`src/rtl/gate_scheduler.sv`:
```
// Shared-barrier scheduler: round-robin arbitration between entrance and exit lanes,
// grant held until pass or timeout, followed by a closed guard interval; tracks lot occupancy.
module gate_scheduler #(
  parameter int CAPACITY     = 8,
  parameter int CNT_W        = 4,
  parameter int CLOSE_CYCLES = 16,
  parameter int TIMEOUT      = 64
) (
  input  logic             clk,
  input  logic             reset_n,
  input  logic             ent_req,
  input  logic             ext_req,
  input  logic             pass,
  output logic             ent_grant,
  output logic             ext_grant,
  output logic             gate_open,
  output logic [CNT_W-1:0] occupancy,
  output logic             full,
  output logic             empty,
  output logic             timeout_err
);
  localparam int TMAX = (TIMEOUT > CLOSE_CYCLES) ? TIMEOUT : CLOSE_CYCLES;
  localparam int TW   = $clog2(TMAX + 1);

  typedef enum logic [1:0] {IDLE, SERVE, CLOSE} state_t;

  state_t           state, state_n;
  logic [TW-1:0]    timer, timer_n;
  logic [CNT_W-1:0] occ_n;
  logic             last_served, last_n;   // 0 = entrance, 1 = exit
  logic             ent_g_n, ext_g_n, open_n, terr_n;
  logic             ent_ok, ext_ok;

  assign full   = (occupancy == CNT_W'(CAPACITY));
  assign empty  = (occupancy == '0);
  assign ent_ok = ent_req & ~full;
  assign ext_ok = ext_req & ~empty;

  always_comb begin
    state_n = state;
    timer_n = timer;
    occ_n   = occupancy;
    last_n  = last_served;
    ent_g_n = 1'b0;
    ext_g_n = 1'b0;
    open_n  = 1'b0;
    terr_n  = 1'b0;
    case (state)
      IDLE: begin
        // On a tie the lane not served last wins
        if (ent_ok && (!ext_ok || last_served)) begin
          ent_g_n = 1'b1;
          open_n  = 1'b1;
          state_n = SERVE;
          timer_n = '0;
        end else if (ext_ok) begin
          ext_g_n = 1'b1;
          open_n  = 1'b1;
          state_n = SERVE;
          timer_n = '0;
        end
      end
      SERVE: begin
        if (pass) begin
          occ_n   = ent_grant ? occupancy + CNT_W'(1) : occupancy - CNT_W'(1);
          last_n  = ext_grant;
          state_n = CLOSE;
          timer_n = '0;
        end else if (timer == TW'(TIMEOUT - 1)) begin
          terr_n  = 1'b1;
          last_n  = ext_grant;
          state_n = CLOSE;
          timer_n = '0;
        end else begin
          timer_n = timer + TW'(1);
          ent_g_n = ent_grant;
          ext_g_n = ext_grant;
          open_n  = 1'b1;
        end
      end
      CLOSE: begin
        if (timer == TW'(CLOSE_CYCLES - 1)) begin
          state_n = IDLE;
          timer_n = '0;
        end else begin
          timer_n = timer + TW'(1);
        end
      end
      default: state_n = IDLE;
    endcase
  end

  always_ff @(posedge clk) begin
    if (!reset_n) begin
      state       <= IDLE;
      timer       <= '0;
      occupancy   <= '0;
      last_served <= 1'b1;
      ent_grant   <= 1'b0;
      ext_grant   <= 1'b0;
      gate_open   <= 1'b0;
      timeout_err <= 1'b0;
    end else begin
      state       <= state_n;
      timer       <= timer_n;
      occupancy   <= occ_n;
      last_served <= last_n;
      ent_grant   <= ent_g_n;
      ext_grant   <= ext_g_n;
      gate_open   <= open_n;
      timeout_err <= terr_n;
    end
  end
endmodule

```
`config.mk`:
```
export PLATFORM = sky130hd
export DESIGN_NAME = gate_scheduler
export DESIGN_NICKNAME = d
export VERILOG_FILES = /design/src/rtl/gate_scheduler.sv
export SDC_FILE = /design/constraint.sdc
export NUM_CORES = 1
export LEC_CHECK = 0
export ABC_AREA = 1
export BUFFER_PORTS_ARGS = -buffer_cell sky130_fd_sc_hd__buf_2
export CORE_ASPECT_RATIO = 1.4
export CORE_MARGIN = 1.5
export CORE_UTILIZATION = 35
export CTS_BUF_LIST = sky130_fd_sc_hd__clkbuf_2
export DETAILED_ROUTE_END_ITERATION = 10
export GPL_ROUTABILITY_DRIVEN = 0
export GPL_TIMING_DRIVEN = 0
export PLACE_DENSITY = 0.62
export SETUP_SLACK_MARGIN = 0.02
export SYNTH_ARGS = -nofsm -noshare
export SYNTH_HDL_FRONTEND = slang
export SYNTH_SLANG_ARGS = --single-unit
```
`constraint.sdc`:
```
create_clock -name clk -period 3.1 [get_ports clk]
set_input_delay 0.155 -clock clk [delete_from_list [all_inputs] [get_ports clk]]
set_output_delay 0.155 -clock clk [all_outputs]
set_load 0.02 [all_outputs]
```
# After elaboration in Yosys (flattened, before gate mapping)
# Index checks and enable logic that the tools add are counted.
# totals
register_bits	18
input_bits	5
output_inout_bits	10
# classes
add_sub_neg	3
n_eq_ne	8
mux	27
bitwise_logic	6
n_reduce_logical	12
# op_table
op	count
2-to-1 mux 7 bit	5
case mux 7 bit (3 select lines)	1
2-to-1 mux 1 bit	11
2-to-1 mux 2 bit	5
adder 7 x 1 -> 7 bit (second input constant)	1
equality test 7 x 4 -> 1 bit (second input constant)	1
equality test 7 x 6 -> 1 bit (second input constant)	1
!= test 3 bit (second input constant)	2
case mux 1 bit (2 select lines)	3
case mux 2 bit (3 select lines)	1
AND reduction 2 bit	3
adder 4 x 1 -> 4 bit (second input constant)	1
equality test 4 bit (second input constant)	1
logical NOT 4 bit	1
2-to-1 mux 4 bit	1
inverter 1 bit	4
subtractor 4 x 1 -> 4 bit (second input constant)	1
AND reduction 3 bit	1
nonzero test 3 bit	1
OR reduction 3 bit	1
AND 1 bit	2
equality test 2 x 1 -> 1 bit (second input constant)	1
equality test 2 bit (second input constant)	1
logical NOT 2 bit	1
other kinds (5)	5

# Logic depth before layout (Yosys ltp)
# Gate-level depths: netlist (run 1).
# logic_depth
word_depth	8
depth_mapped	10

# Worst setup path after synthesis (run 1)
# OpenSTA, ideal clock, no wires.
# synth_path
path_type	reg-to-reg
start	reg ent_grant
end	reg occupancy[3]
setup_time_ns	0.070
t_arrival_ns	1.437
required_ns	3.030
path_slack_ns	1.593
stages_incl_launch_ff	9
n_path_buf	0
path_cell_list	dfxtp_1 > inv_1 > ha_1 > nand2_1 > nand2_1 > nor2_1 > xnor2_1 > nand2_1 > a21oi_1
# synth_between
elab_chain_len	1
# synth_lines
element	line_no	rtl
from (decl)	14	output logic ent_grant,
from (signal assigned)	108	ent_grant <= ent_g_n;
2-to-1 mux 4 bit	65	occ_n = ent_grant ? occupancy + CNT_W'(1) : occupancy - CNT_W'(1);
to (signal assigned)	106	occupancy <= occ_n;
to (decl)	17	output logic [CNT_W-1:0] occupancy,
# Every way passes these cells.
# A chain may end at the register's enable or synchronous reset.

# Worst setup path after layout (run 1)
# layout_path
start	reg timer[0]
end	reg timer[6]
# layout_between
elab_chain_len	4
# layout_lines
element	line_no	rtl
from (decl)	28	logic [TW-1:0] timer, timer_n;
from (signal assigned)	105	timer <= timer_n;
adder 7 x 1 -> 7 bit or equality test 7 x 6 -> 1 bit (tied branches)	75, 86, 69	
2-to-1 mux 7 bit	69	end else if (timer == TW'(TIMEOUT - 1)) begin
2-to-1 mux 7 bit	64	if (pass) begin
case mux 7 bit (3 select lines) *	48	case (state)
# Every way passes the cells marked *; elsewhere a longest branch is shown, timed or not.

==> out/results.ini, run 1 <==
[placement]
place_hpwl_mm=1.76
post-place-ws_ps=1570
io_buffer_count=13
dp.cells=210

[finish]
instances_no_fill=214
fin_util=0.411
layout_commonest_cell=nand2_1
final_cell_mix=30 x nand2_1, 20 x inv_1, 18 x dfxtp_1, 14 x nor2_1, 14 x buf_2
nets=189
antenna_cells=0
final_layout_size_suffix_gt1_frac=0.269
fill_cells=332
area_growth_syn_to_layout_pct=11.4

[critical_path]
r2r-start=timer[0]$_SDFFE_PN0P_
worst-path-buf-inv=0
crit_slowest_cell=dfxtp_1
critPathRequiredTime_ps=3330
reg2reg_slack_ps=1580
slowest_delay_ps=400
crit_chain=ha_1 > nand3_2 > o21ai_2 > nand2_1 > nand2_2 > nand2_4 > nand2_4 > nor2_1
path_max_fanout=6
path_delay_family=simple AND/OR/NAND/NOR gates
cp-end-kind=register
arrival_ps=1750
crit_type=reg2reg
rr_worst_depth=8
crit_path_frequent_cell=nand2_4
worstReg2RegEnd=timer[6]$_SDFFE_PN0P_
startpoint_type=register
crit_cells=8

[clock_tree]
path_clk_slew_ps=170
root_buffer=clkbuf_2
post_cts_buffers=0
clock_latency_ps=310
cts_tree=done
cts-hold-fix-buffers=0
cts.sinks=18
ctsResizeCount=0
numCtsBuffers=3
cts_max_level=1
ctsLongestPathBuffers=2

[synth]
syn_area_per_cell_um2=7.36
synth_area_leader_cell=dfxtp_1
syn_area_um2=1160
synthCells=158
ys_ff_latch=18
synth_nets=171
yosysUniqueCellTypes=30
yosysSeqAreaShare=0.310
yosysWarnings=0
synth_top_area_share=0.310
ys_top_cells_by_area=dfxtp_1 31%, nand2_1 9.7%, ha_1 7.5%

[sta]
rsz0062_at_grt=false
period_share=0.491
maxSlewHeadroom=0.822
setup_slack_ps=1580
fin_crit_ps=1520
fin_skew_ps=4.10
hold_viol=0
max_freq_ghz=0.657
setup-violations-final=0
final.setup.tns_ps=0
worstMarginPinSlew_ps=267
report.final.slew_viol_count=0

[job]
max_cap_viol_count=0

[drt]
wl_per_cell_um=10.4
vias=983
viasPerCell=4.59
ant_nets=0
drt-pass1-iter-count=4
drtIter0Drc=35
drc=0
finalWirelength_mm=2.23

[global_routing]
antenna_found_initial=0
grt_pass1_vias=967
globalRouteOverflowTotal=0
grt_max_degree=11
grt_pass1_wl_mm=3.91
grtUsageTotal=0.136

[floorplanning]
core_um2=3150
rows=24
fp.dieH_um=71.2
die-area_um2=3680
initial_core_util=0.369
fp.dieW_um=51.7
io_pins=15

[pwr]
p_total_mw=1.03
leakagePower_nw=0.615
p_per_area_nw_per_um2=797
vdd_drop_max_uv=367

[status]
status=completed

[worst_hold_path]
hp-start=pass
min_to=timeout_err$_SDFF_PP0_
hp-class=in2reg
min_path_cells=2

-- synth_stat cells --
cell type / number
or2_0: 1
nand3_4: 1
a21oi_1: 8
nand3_1: 10
nand4_1: 5
ha_1: 7
buf_2: 1
nand2_4: 4
nor3_1: 1
a31oi_1: 1
inv_1: 20
nand3b_1: 1
buf_4: 1
inv_2: 5
nand2_2: 7
nor2_4: 1
nor2_1: 14
o21ai_2: 1
nor2_2: 4
o21ai_1: 2
nand2_1: 30
dfxtp_1: 18
buf_6: 2
o21ai_0: 4
nand3_2: 2
fa_1: 1
xnor2_1: 3
nor4_1: 1
nand4_2: 1
a21oi_2: 1
-- sequential cells by signal, summed over array words and instances, names as in the netlist --
name / cells
ext_grant: 1
ent_grant: 1
gate_open: 1
timeout_err: 1
occupancy: 4
state: 2
last_served: 1
timer: 7
-- worst max-delay path by stage --
stage / from / end / slack (ps)
after floorplan: ent_grant$_SDFFE_PN0P_ / occupancy[3]$_SDFFE_PN0P_ / 1590
after global placement: timer[0]$_SDFFE_PN0P_ / timer[6]$_SDFFE_PN0P_ / 1580
after detailed placement: timer[0]$_SDFFE_PN0P_ / timer[6]$_SDFFE_PN0P_ / 1570
after CTS: timer[0]$_SDFFE_PN0P_ / timer[6]$_SDFFE_PN0P_ / 1550
after global routing: timer[0]$_SDFFE_PN0P_ / timer[6]$_SDFFE_PN0P_ / 1420
final: timer[0]$_SDFFE_PN0P_ / timer[6]$_SDFFE_PN0P_ / 1580
-- through the flow --
stage / instance area, um2 / hold WS (ps)
2_1_floorplan: 1160 / 233
3_3_place_gp: 1280 / 376
3_5_place_dp: 1280 / 375
4_1_cts: 1300 / 25.0
5_1_grt: 1300 / 12.2
6_report: 1300 / 23.6
-- logic make-up (layout without fill, tap and decap cells) --
family / Yosys count / in the layout / synth area share
simple gates: 83 / 83 / 0.384
buf+inv: 29 / 46 / 0.111
flops: 18 / 18 / 0.310
compound gates: 17 / 17 / 0.0807
fa+ha+maj: 8 / 8 / 0.0925
xor+xnor: 3 / 3 / 0.0226
-- metal layers --
metal  wire length (um)  vias to the layer above  track usage
met3                 71                        3       0.0188
met4                 23                        0       0.0351
met1                963                      429        0.154
li1                   -                      536            -
met2               1180                       15        0.259
met5                  0                        -            0
-- power by group --
part	switching (mW)	internal, mW	leakage (nW)	total [mW]
clock network	0.0741	0.0280	0.0140	0.102
registers	0.0515	0.281	0.147	0.332
logic	0.368	0.231	0.454	0.599
-- layout make-up --
class                           count  area [um2]  share of cell area
Clock buffer                        3        15.0              0.0116
Multi-Input combinational cell    111         674               0.520
Timing Repair Buffer               13        65.1              0.0502
Tap cell                           39        48.8              0.0376
Clock inverter                      1        3.75             0.00290
Inverter                           25        93.8              0.0724
Buffer                              4        35.0              0.0270
Sequential cell                    18         360               0.278
No activity file was read; power rests on OpenSTA's default activity.
==> run 2, diff against run 1 <==
Settings changed: PLACE_DENSITY 0.62 to 0.64.
Clock period 3.1 ns to 1.2 ns, I/O delays scaled along.
==> run 2 against run 1 <==
  * The run now ends with setup timing left
  * Hold slack improved by 97 ps
  * Cell count increased by 9.3%
  * Critical path depth increased by 2
  * Utilization up 14 points
  * Die area unchanged
  * Via count increased by 12%
  * Non-clock buffer count grew 20
==> out/results.ini, run 2 (synthesis results as in run 1) <==
[status]
status=complete, but fails checks
violations=setup timing

[drt]
vias=1101  ; +12%
wl_per_cell_um=11.9  ; +14%
drt-pass1-iter-count=4  ; unchanged
ant_nets=0  ; unchanged
drc=0  ; unchanged
viasPerCell=4.71  ; +2.4%
finalWirelength_mm=2.79  ; +25%
drtIter0Drc=13  ; -63%

[finish]
largest_reg_flops=7  ; unchanged
largest-register=timer
final_cell_mix=26 x nand2_1, 17 x inv_1, 16 x buf_4, 11 x buf_2
nets=209  ; +11%
final_layout_size_suffix_gt1_frac=0.528  ; +0.260
layout_commonest_cell=nand2_1
area_growth_syn_to_layout_pct=49.7
fill_cells=300  ; -9.6%
reg_top3=timer: 7 flops, occupancy: 4 flops, state: 2 flops
antenna_cells=0  ; unchanged

[sta]
max_freq_ghz=0.748  ; +14%
final.setup.tns_ps=-1320  ; -1320 ps
setup_slack_ps=-137  ; -1710 ps
fin_crit_ps=1340  ; -186 ps
maxSlewHeadroom=0.800  ; -0.0218
worstMarginPinSlew_ps=298  ; +30.5 ps
period_share=1.11  ; +0.623
fin_skew_ps=10.9  ; +6.79 ps
report.final.slew_viol_count=0  ; unchanged
holdWs_ps=120  ; +96.6 ps
hold_viol=0  ; unchanged
setup-violations-final=14  ; +14
rsz0062_at_grt=true

[critical_path]
r2r-start=occupancy[3]$_SDFFE_PN0P_
reg2reg_slack_ps=-140  ; -1710 ps
critPathRequiredTime_ps=1450  ; -1880 ps
worstReg2RegEnd=timer[6]$_SDFFE_PN0P_
arrival_ps=1590  ; -160 ps
path_max_fanout=6  ; unchanged
crit_type=reg2reg
rr_worst_depth=10  ; +2
cp-end-kind=register
startpoint_type=register

[worst_hold_path]
hp-class=in2reg
hp-start=ext_req
min_path_cells=5  ; +3
min_to=ext_grant$_SDFFE_PN0P_

[placement]
place_hpwl_mm=1.90  ; +8.1%
post-place-ws_ps=-161  ; -1730 ps
io_buffer_count=13  ; unchanged

[floorplanning]
initial_core_util=0.369  ; unchanged
io_pins=15  ; unchanged
fp.dieH_um=71.2  ; unchanged
core_um2=3150  ; unchanged
die-area_um2=3680  ; unchanged
fp.dieW_um=51.7  ; unchanged
rows=24  ; unchanged

[global_routing]
grt_pass1_vias=1032  ; +6.7%
antenna_found_initial=0  ; unchanged
globalRouteOverflowTotal=0  ; unchanged
grt_max_degree=11  ; unchanged
grt_pass1_wl_mm=4.39  ; +12%
grtUsageTotal=0.156  ; +0.0201

[pwr]
p_total_mw=3.62  ; +250%
vdd_drop_max_uv=1160  ; +210%
p_per_area_nw_per_um2=2080  ; +160%
leakagePower_nw=0.766  ; +25%

[clock_tree]
cts_max_level=1  ; unchanged
clock_latency_ps=310  ; about the same
cts.sinks=18  ; unchanged
path_clk_slew_ps=170  ; about the same
numCtsBuffers=3  ; unchanged
cts_tree=done
root_buffer=clkbuf_2
ctsLongestPathBuffers=2  ; unchanged

[job]
max_cap_viol_count=0  ; unchanged

==> run 2: cell count changes in the layout (fill, tap and decap cells not counted), moves of 4 or more <==
cell / delta
buf_4: +15
dfxtp_1: -9
dfxtp_4: +6
ha_1: -5
ha_4: +5
inv_4: +4
nand2_1: -4
nor2_1: -8
nor2_2: +5
==> run 2: how the worst max path moves through the flow <==
stage / endpoint / depth (start not counted) / start
6_report: timer[6]$_SDFFE_PN0P_ / 10 / occupancy[3]$_SDFFE_PN0P_
5_1_grt: timer[6]$_SDFFE_PN0P_ / 10 / occupancy[3]$_SDFFE_PN0P_
4_1_cts: timer[6]$_SDFFE_PN0P_ / 10 / timer[0]$_SDFFE_PN0P_
3_5_place_dp: timer[4]$_SDFFE_PN0P_ / 8 / state[0]$_SDFFE_PN0P_
3_3_place_gp: timer[4]$_SDFFE_PN0P_ / 8 / state[0]$_SDFFE_PN0P_
2_1_floorplan: occupancy[3]$_SDFFE_PN0P_ / 8 / ent_grant$_SDFFE_PN0P_
==> run 2: cell type report <==
cell class	count	area (um2)	area share
Tap cell	39	48.8	0.0280
Buffer	4	45.0	0.0259
Sequential cell	18	387	0.222
Timing Repair Buffer	33	263	0.151
Clock buffer	4	20.0	0.0115
Multi-Input combinational cell	111	870	0.499
Inverter	25	109	0.0625
==> run 2: what timing repair did <==
action | CTS | global route
resized for setup | 13 | 32
setup endpoints to repair | 18 | 19
pin swaps | 12 | 16
hold endpoints to repair | 9 | 0
cloned | 0 | 2
buffers inserted | 11 | 5
hold buffers | 2 | 0
==> run 2: critical path: stages, from the launching register on <==
cell     delay, ps
dfxtp_4        400
inv_2           30
nor2_2         110
nand2_2         80
nand2_4        100
nand3_4        130
nand2_4        140
inv_4           40
nand2_4         70
nand2_8         80
nor2_2         100
==> run 2: layer usage <==
metal | wire length [um] | global-route usage
met2 | 1670 | 0.305
met5 | 0 | 0
met1 | 1040 | 0.166
met4 | 31 | 0.0526
met3 | 43 | 0.0188
==> run 2: through the flow <==
step                      std cells   util  area [um2]
after global placement          210  0.440        1390
final                           234  0.552        1740
after detailed placement        210  0.440        1390
after global routing            234  0.552        1740
after CTS                       227  0.493        1550
after floorplan                 158      -        1270
==> run 2: power by group <==
part           internal [mW]  leakage [nW]  switching [mW]
registers              0.768         0.152           0.162
logic                   1.15         0.597            1.27
clock network         0.0883        0.0166           0.187
total                   2.00         0.766            1.62
==> run 3, diff against run 2 <==
Settings changed: REMOVE_ABC_BUFFERS set to 1.
==> run 3 against run 2 <==
  * The flow still finishes with violations (setup timing)
  * Sequential cell count stayed put
  * Combinational power is 8.7% lower
  * Clock power is 4% lower
  * Hold slack worse by 33 ps
  * Fmax is 0.99% higher
  * Clock skew is 8.3 ps lower
  * Critical path type unchanged
==> out/results.ini, run 3 (synthesis results as in run 1) <==
[global_routing]
grt_pass1_wl_mm=4.24  ; -3.3%
antenna_found_initial=0  ; unchanged
globalRouteOverflowTotal=0  ; unchanged
grtUsageTotal=0.154  ; -0.00236
grt_pass1_vias=1010  ; -2.1%
grt_max_degree=12  ; +1

[sta]
final.setup.tns_ps=-1170  ; +151 ps
setup-violations-final=13  ; -1
fin_skew_ps=2.59  ; -8.30 ps
period_share=1.10  ; -0.0109
rsz0062_at_grt=true
fin_crit_ps=1320  ; -13.1 ps
hold_viol=0  ; unchanged
max_freq_ghz=0.755  ; +0.99%
holdWs_ps=87.6  ; -32.6 ps
maxSlewHeadroom=0.810  ; +0.00995
report.final.slew_viol_count=0  ; unchanged
setup_slack_ps=-124  ; +13.1 ps
worstMarginPinSlew_ps=285  ; -12.6 ps

[drt]
drc=0  ; unchanged
ant_nets=0  ; unchanged
drt-pass1-iter-count=4  ; unchanged
drtIter0Drc=19  ; +6
viasPerCell=4.82  ; +2.5%
wl_per_cell_um=11.7  ; -2.2%
vias=1109  ; +0.73%
finalWirelength_mm=2.68  ; -3.8%

[placement]
place_hpwl_mm=1.65  ; -13%
io_buffer_count=14  ; +1
dp.cells=207  ; -1.4%

[finish]
antenna_cells=0  ; unchanged
largest-register=timer
layout_commonest_cell=nand2_1
final_cell_mix=26 x nand2_1, 16 x buf_4, 13 x inv_1, 12 x buf_2, 10 x nand3_1
reg_top3=timer: 7 flops, occupancy: 4 flops, state: 2 flops
final_layout_size_suffix_gt1_frac=0.513  ; -0.0151
instances_no_fill=230  ; -1.7%
area_growth_syn_to_layout_pct=40.3
nets=205  ; -1.9%
fin_util=0.518  ; -0.0345
largest_reg_flops=7  ; unchanged

[job]
max_cap_viol_count=0  ; unchanged

[critical_path]
crit_end=timer[0]$_SDFFE_PN0P_
r2r-start=timer[0]$_SDFFE_PN0P_
startpoint=timer[0]$_SDFFE_PN0P_
arrival_ps=1550  ; -40 ps
reg2reg_slack_ps=-120  ; about the same
path_max_fanout=6  ; unchanged
cp-end-kind=register
critPathRequiredTime_ps=1430  ; -20 ps
startpoint_type=register
rr_worst_depth=10  ; unchanged
crit_type=reg2reg
worstReg2RegEnd=timer[0]$_SDFFE_PN0P_

[clock_tree]
cts_max_level=1  ; unchanged
root_buffer=clkbuf_2
clock_latency_ps=310  ; about the same
cts_tree=done
path_clk_slew_ps=170  ; about the same
numCtsBuffers=3  ; unchanged
cts.sinks=18  ; unchanged
ctsLongestPathBuffers=2  ; unchanged

[status]
violations=setup timing
status=complete, but fails checks

[floorplanning]
core_um2=3150  ; unchanged
fp.dieH_um=71.2  ; unchanged
io_pins=15  ; unchanged
fp.dieW_um=51.7  ; unchanged
initial_core_util=0.369  ; unchanged
rows=24  ; unchanged
die-area_um2=3680  ; unchanged

[pwr]
leakagePower_nw=0.731  ; -4.5%
p_per_area_nw_per_um2=2080  ; +0.26%
p_total_mw=3.40  ; -6.0%
vdd_drop_max_uv=1170  ; +1.0%

[worst_hold_path]
min_path_cells=2  ; -3
hp-class=in2reg

-- run 3: critical path: stages, from the launching register on --
cell     delay [ps]
dfxtp_2         390
ha_4            150
nand3_4         110
inv_4            90
nand2_4          50
nand2_4          90
nand2_2          60
nand2_2         100
nand2_4          70
nand2_8         100
nor2_2           40
-- run 3: power by group --
group / leakage (nW) / total, mW / switching [mW] / internal (mW)
Combinational: 0.565 / 2.21 / 1.20 / 1.01
Sequential: 0.152 / 0.928 / 0.160 / 0.767
Clock: 0.0140 / 0.265 / 0.193 / 0.0724
-- run 3: repair_timing --
item                                    CTS  global route
resized for setup                        34            31
hold endpoints to repair                  1             0
gates cloned                              0             0
hold buffers                              1             0
endpoints found under the setup margin   19            19
setup buffers                            10             8
pin swaps                                12             9
-- run 3: per-stage QoR --
| step | instance area, um2 | setup WS [ps] |
|---|---|---|
| after floorplan | 1130 | -307 |
| after detailed placement | 1250 | -377 |
| after global routing | 1630 | -187 |
| after CTS | 1490 | -99.5 |
| after global placement | 1250 | -357 |
| final | 1630 | -124 |
-- run 3: worst min-delay path by stage --
| stage | from | to | slack (ps) |
|---|---|---|---|
| 2_1_floorplan | pass | timeout_err$_SDFF_PP0_ | 140 |
| 6_report | reset_n | last_served$_SDFFE_PN1P_ | 90 |
| 3_3_place_gp | pass | timeout_err$_SDFF_PP0_ | 300 |
| 5_1_grt | reset_n | ent_grant$_SDFFE_PN0P_ | 60 |
| 4_1_cts | reset_n | last_served$_SDFFE_PN1P_ | 60 |
| 3_5_place_dp | pass | timeout_err$_SDFF_PP0_ | 280 |
-- run 3: per-layer routing --
metal / vias up / wire length, um / track usage
met2: 27 / 1490 / 0.282
li1: 570 / - / -
met1: 504 / 1030 / 0.161
met5: - / 0 / 0
met3: 8 / 86 / 0.0250
met4: 0 / 75 / 0.0848
-- run 3: area by class of cell --
cell class,instances,area [um2]
inverters,25,104
clock buffers,3,15.0
fillers,327,1520
multi-input cells,111,831
clock inverters,1,3.75
flip-flops and latches,18,387
repair buffers,33,244
well taps,39,48.8
